===== src/rtl/serial_subtractor_if.sv =====
// Operand/result bundle for serial_subtractor; the requester drives start and
// operands, the datapath returns busy/done and the registered result.
interface serial_subtractor_if #(
  parameter int WIDTH = 8
);
  logic             start;
  logic             mode;
  logic [WIDTH-1:0] a;
  logic [WIDTH-1:0] b;
  logic             bin;
  logic             busy;
  logic             done;
  logic [WIDTH-1:0] diff;
  logic             bout;
  logic             ovf;

  modport master (
    output start, mode, a, b, bin,
    input  busy, done, diff, bout, ovf
  );

  modport slave (
    input  start, mode, a, b, bin,
    output busy, done, diff, bout, ovf
  );
endinterface


===== src/rtl/serial_subtractor.sv =====
// Digit-serial add/subtract: DIGIT bits per clock, LSB first, with the
// borrow/carry held in a chain register between slices.
//
// state  | meaning
// IDLE   | waiting for start, results hold
// RUN    | one slice per clock, busy=1
// DONE   | one-cycle done pulse, results just loaded; start may relaunch
module serial_subtractor #(
  parameter int WIDTH = 8,
  parameter int DIGIT = 1
) (
  input logic               clk,
  input logic               rst_n,
  serial_subtractor_if.slave bus
);

  localparam int N  = WIDTH / DIGIT;
  localparam int CW = (N > 1) ? $clog2(N) : 1;
  localparam logic [CW-1:0] LAST = CW'(N - 1);

  typedef enum logic [1:0] {S_IDLE, S_RUN, S_DONE} state_t;

  state_t           r_state;
  state_t           w_state_nxt;
  logic [WIDTH-1:0] r_a;
  logic [WIDTH-1:0] r_b;
  logic             r_mode;
  logic             r_chain;
  logic [CW-1:0]    r_cnt;
  logic [WIDTH-1:0] r_acc;
  logic [WIDTH-1:0] r_diff;
  logic             r_bout;
  logic             r_ovf;

  logic             w_load;
  logic             w_last;
  logic [DIGIT-1:0] w_d;
  logic             w_cin_msb;
  logic             w_cout;
  logic [WIDTH-1:0] w_acc_nxt;

  // A relaunch is legal from IDLE and from DONE; start is ignored in RUN.
  assign w_load = bus.start && (r_state != S_RUN);
  assign w_last = (r_state == S_RUN) && (r_cnt == LAST);

  // Ripple the current slice through DIGIT bit cells. Also exposes the chain
  // value entering the top cell of the slice, which on the last slice is the
  // chain into bit WIDTH-1 and feeds the overflow flag.
  always_comb begin
    logic c;
    logic x;
    logic y;
    c         = r_chain;
    w_d       = '0;
    w_cin_msb = 1'b0;
    for (int i = 0; i < DIGIT; i++) begin
      x         = r_a[i];
      y         = r_b[i];
      w_cin_msb = c;
      w_d[i]    = x ^ y ^ c;
      if (r_mode)
        c = (x & y) | ((x ^ y) & c);
      else
        c = (~x & y) | (~(x ^ y) & c);
    end
    w_cout = c;
  end

  // Slice results enter at the top and shift down, so after N slices the
  // first slice sits at bit 0.
  generate
    if (N == 1) begin : g_single
      assign w_acc_nxt = w_d;
    end else begin : g_multi
      assign w_acc_nxt = {w_d, r_acc[WIDTH-1:DIGIT]};
    end
  endgenerate

  // State register.
  always_ff @(posedge clk or negedge rst_n) begin
    if (!rst_n)
      r_state <= S_IDLE;
    else
      r_state <= w_state_nxt;
  end

  // Next-state logic.
  always_comb begin
    w_state_nxt = r_state;
    case (r_state)
      S_IDLE:  if (bus.start) w_state_nxt = S_RUN;
      S_RUN:   if (w_last)    w_state_nxt = S_DONE;
      S_DONE:  w_state_nxt = bus.start ? S_RUN : S_IDLE;
      default: w_state_nxt = S_IDLE;
    endcase
  end

  // Handshake outputs decoded from state.
  always_comb begin
    bus.busy = 1'b0;
    bus.done = 1'b0;
    case (r_state)
      S_RUN:   bus.busy = 1'b1;
      S_DONE:  bus.done = 1'b1;
      default: ;
    endcase
  end

  // Operand capture and per-slice datapath advance.
  always_ff @(posedge clk or negedge rst_n) begin
    if (!rst_n) begin
      r_a     <= '0;
      r_b     <= '0;
      r_mode  <= 1'b0;
      r_chain <= 1'b0;
      r_cnt   <= '0;
      r_acc   <= '0;
    end else if (w_load) begin
      r_a     <= bus.a;
      r_b     <= bus.b;
      r_mode  <= bus.mode;
      r_chain <= bus.bin;
      r_cnt   <= '0;
    end else if (r_state == S_RUN) begin
      r_a     <= r_a >> DIGIT;
      r_b     <= r_b >> DIGIT;
      r_acc   <= w_acc_nxt;
      r_chain <= w_cout;
      r_cnt   <= r_cnt + CW'(1);
    end
  end

  // Result registers load only on the final slice and hold otherwise.
  always_ff @(posedge clk or negedge rst_n) begin
    if (!rst_n) begin
      r_diff <= '0;
      r_bout <= 1'b0;
      r_ovf  <= 1'b0;
    end else if (w_last) begin
      r_diff <= w_acc_nxt;
      r_bout <= w_cout;
      r_ovf  <= w_cin_msb ^ w_cout;
    end
  end

  assign bus.diff = r_diff;
  assign bus.bout = r_bout;
  assign bus.ovf  = r_ovf;

endmodule

===== src/flat_wrapper.sv =====
// flat-port wrapper written by rule: the top's interface ports become plain ports
module serial_subtractor_flat 
#(
  parameter int WIDTH = 8,
  parameter int DIGIT = 1
)
  (clk, rst_n, bus_start, bus_mode, bus_a, bus_b, bus_bin, bus_busy, bus_done, bus_diff, bus_bout, bus_ovf);
  serial_subtractor_if #(.WIDTH(WIDTH)) bus_i ();
  input logic clk;
  input logic rst_n;
  input wire logic [$bits(bus_i.start)-1:0] bus_start;
  input wire logic [$bits(bus_i.mode)-1:0] bus_mode;
  input wire logic [$bits(bus_i.a)-1:0] bus_a;
  input wire logic [$bits(bus_i.b)-1:0] bus_b;
  input wire logic [$bits(bus_i.bin)-1:0] bus_bin;
  output wire logic [$bits(bus_i.busy)-1:0] bus_busy;
  output wire logic [$bits(bus_i.done)-1:0] bus_done;
  output wire logic [$bits(bus_i.diff)-1:0] bus_diff;
  output wire logic [$bits(bus_i.bout)-1:0] bus_bout;
  output wire logic [$bits(bus_i.ovf)-1:0] bus_ovf;
  assign bus_i.start = bus_start;
  assign bus_i.mode = bus_mode;
  assign bus_i.a = bus_a;
  assign bus_i.b = bus_b;
  assign bus_i.bin = bus_bin;
  assign bus_busy = bus_i.busy;
  assign bus_done = bus_i.done;
  assign bus_diff = bus_i.diff;
  assign bus_bout = bus_i.bout;
  assign bus_ovf = bus_i.ovf;
  serial_subtractor #(.WIDTH(WIDTH), .DIGIT(DIGIT)) u_core (.clk(clk), .rst_n(rst_n), .bus(bus_i));
endmodule

===== config.mk =====
export PLATFORM = sky130hd
export DESIGN_NAME = serial_subtractor_flat
export DESIGN_NICKNAME = d
export VERILOG_FILES = /design/src/rtl/serial_subtractor_if.sv /design/src/rtl/serial_subtractor.sv /design/src/flat_wrapper.sv
export SDC_FILE = /design/constraint.sdc
export NUM_CORES = 1
export LEC_CHECK = 0
export ABC_CLOCK_PERIOD_IN_PS = 1500
export CAP_MARGIN = 30
export CORE_UTILIZATION = 38
export CTS_BUF_LIST = sky130_fd_sc_hd__clkbuf_8
export CTS_CLUSTER_SIZE = 16
export DETAILED_ROUTE_END_ITERATION = 8
export DONT_BUFFER_PORTS = 1
export GPL_TIMING_DRIVEN = 0
export SYNTH_ARGS = -nofsm -noshare
export SYNTH_HDL_FRONTEND = slang
export SYNTH_SLANG_ARGS = --single-unit

===== constraint.sdc =====
create_clock -name clk -period 1.5 [get_ports clk]
set_input_delay 0.15 -clock clk [delete_from_list [all_inputs] [get_ports clk]]
set_output_delay 0.15 -clock clk [all_outputs]
set_load 0.05 [all_outputs]

==> impl_metrics.tcl <==
set metrics [dict create \
    drive_above_1_share_pct 19.1 \
    grt_pass1_wl_mm 5.74 \
    ir_drop_uv 845 \
    path_cells "ha_2 > ha_4 > nand3b_1 > buf_6 > mux2_4" \
    max-slew-margin-rel_pct 61.9 \
    ys_types 26 \
    grt_max_degree 41 \
    yosysTopAreaCellShare_pct 57.2 \
    ys_warn_count 0 \
    worstPathMaxFanout 7 \
    cts_buffers 5 \
    synth-seq-cells 40 \
    clock_skew_ps 1.89 \
    synth_fp_nets 184 \
    slowest_stage "dfrtp_1" \
    avgRoutedWirePerCell_um 14.7 \
    wl_mm 3.31 \
    outcome "completed" \
    grt_pass1_vias 1240 \
    power_mw 4.38 \
    clk_pin_slew_worst_paths_ps 70 \
    critPathMaxStageDelay_ps 400 \
    finalCritPeriodShare_pct 97.0 \
    grt-ovfl-total 0 \
    drtAntennaViolNets 0 \
    synth_top_cell_by_area "dfrtp_1" \
    cp.arrival_ps 1630 \
    synthCells 159 \
    grt_usage_pct 14.9 \
    dp_hpwl_mm 2.29 \
    cp-end-kind "flop" \
    clkSinkCount 40 \
    period_minus_slack_ps 1460 \
    synth_area_um2 1750 \
    synth_edf_count 0 \
    synthArstFlopShare_pct 100 \
    core-area_um2 4380 \
    avgSynthCellArea_um2 11.0 \
    finalHoldViolCount 0 \
    num_antenna_cells 0 \
    synthToLayoutAreaGrowth_pct 14.7 \
    remaining_drc_errors 0 \
    max_freq_ghz 0.687 \
    gp_congestion 0.796 \
    row_count 24 \
    finalSetupViolations 0 \
    start_kind "flop" \
    clock_path_buffers 2 \
    worstMarginPinSlew_ps 568 \
    cts_tree "built" \
    dieArea_um2 4880 \
    cts_max_level 2 \
    slew_viol_final 0 \
    cellPowerDensity_nw_per_um2 2180 \
    nFillCells 436 \
    die_w_um 69.8 \
    yosysMostFrequentCell "nand2_1" \
    num_vias 1138 \
    clk_latency_ps 280 \
    firstDrtPassIters 4 \
    p_leak_nw 1.01 \
    nNetsFinal 197 \
    initial_core_util_pct 39.9 \
    die_h_um 69.8 \
    drtIter0Drc 48 \
    io_buffers 0 \
    placed_cell_area_um2 1820 \
    antenna_found_initial 0 \
    ys_seq_area_share_pct 57.2 \
    critical_path_class "reg -> reg" \
    required_ps 1670 \
    root_buffer "clkbuf_8" \
    io_pins 33 \
    ys.flop_type "dfrtp_1" \
    synth_commonest_cells "nand2_1 (44), dfrtp_1 (40), mux2i_1 (17), o21ai_0 (16), buf_2 (6)" \
    cap_violations 0 \
    synth_top_cells_by_area "dfrtp_1 (57%), mux2i_1 (9.7%), nand2_1 (9.4%), o21ai_0 (4.6%), mux2_4 (4.3%)" \
    viasPerCell 5.06 \
    hp-class "in -> reg" \
    fin_area_um2 2010 \
]
## metal layers
| layer | part of all wire, % | track usage (%) |
|---|---|---|
| met2 | 45 | 22.5 |
| met4 | 1.2 | 4.67 |
| met3 | 5.9 | 5.23 |
| met1 | 48 | 20.2 |
| met5 | 0 | 0 |
## layout make-up
class                      count  area, um^2  share of cell area [%]
clock buffer                   6        82.6                    4.11
multi-input combinational    106         712                    35.5
tap                           52        65.1                    3.24
inverter                       5        18.8                   0.935
timing repair buffer           6        62.6                    3.12
sequential                    40        1000                    49.9
clock inverter                 2        7.51                   0.374
buffer                         8        56.3                    2.81
## worst max-delay path: cells and delay by family, from the launching register on
kind                     cells  cell delay (ps)
adder cells (fa/ha/maj)      2              370
buffers and inverters        1              160
flip-flops                   1              400
multiplexers                 1              300
AND/OR/NAND/NOR              1              110
## flip-flops by register name, summed over array words and instances (netlist names), 2 cells and up
signal	cells
u_core.bus.diff	8
u_core.r_cnt	3
u_core.r_a	8
u_core.r_state	2
u_core.r_acc	7
u_core.r_b	8
## power by group
group | leakage [nW] | switching [mW] | internal (mW) | total (mW)
logic | 0.449 | 0.775 | 0.604 | 1.38
clock network | 0.0538 | 0.345 | 0.361 | 0.707
registers | 0.505 | 0.758 | 1.54 | 2.30
## worst paths after layout
| path | startpoint | end | slack (ps) | depth (start not counted) |
|---|---|---|---|---|
| max | u_core.r_cnt[1]$_DFFE_PN0P_ | u_core.bus.diff[3]$_DFFE_PN0P_ | 40 | 5 |
| min | bus_a[7] | u_core.r_a[7]$_DFFE_PN0P_ | 30 | 2 |
| max reg2reg | u_core.r_cnt[1]$_DFFE_PN0P_ | u_core.bus.diff[3]$_DFFE_PN0P_ | 40 | 5 |
| min reg2reg | u_core.r_b[1]$_DFFE_PN0P_ | u_core.r_b[0]$_DFFE_PN0P_ | 480 | 2 |
| max in group asynchronous | rst_n | u_core.r_chain$_DFFE_PN0P_ | 980 | 2 |
| min in group asynchronous | rst_n | u_core.bus.diff[7]$_DFFE_PN0P_ | 330 | 2 |
## through the flow
step	std cells	TNS [ps]	utilization [%]	hold slack, ps	setup WS, ps
detailed placement	211	-468	41.5	-145	-95.6
CTS	225	0	45.1	24.5	0.820
floorplan	159	0	-	-146	8.81
global placement	211	-373	41.5	-145	-75.8
global route	225	-12.3	45.8	42.5	-11.8
finish	225	0	45.8	27.3	44.5
## timing repair
action                                 4_1_cts  5_1_grt
pin swaps                                    0        2
setup endpoints to repair                    7       12
gates resized for setup                      2        8
setup buffers                                3        0
hold buffers                                 3        0
endpoints found under the hold margin       41        0
## cell usage in the layout (no fill, tap or decap)
cell	instances
nand2_1	44
dfrtp_1	39
mux2i_1	17
o21ai_0	16
inv_1	6
clkbuf_8	6
buf_2	5
mux2_4	5
nor2_1	3
mux2_2	3
buf_4	3
o21ai_1	2
fa_1	2
dlygate4sd3_1	2
nor2b_2	1
nand2b_1	1
inv_2	1
buf_8	1
nand3b_1	1
buf_6	1
clkbuf_2	1
nor2_2	1
and2_1	1
o22ai_1	1
nand3_1	1
o211a_1	1
a21oi_1	1
nor3_1	1
o21a_1	1
o31ai_2	1
ha_2	1
ha_4	1
buf_12	1
dfrtp_2	1
## logic make-up (layout without fill, tap and decap cells)
family	Yosys count	in the layout	share of synthesized area, %
compound gates	23	23	7.23
fa+ha+maj	4	4	3.72
buf+inv	13	27	3.50
flops	40	40	57.2
mux	25	25	16.0
simple gates	54	54	12.4
No activity file was read; power rests on OpenSTA's default activity.
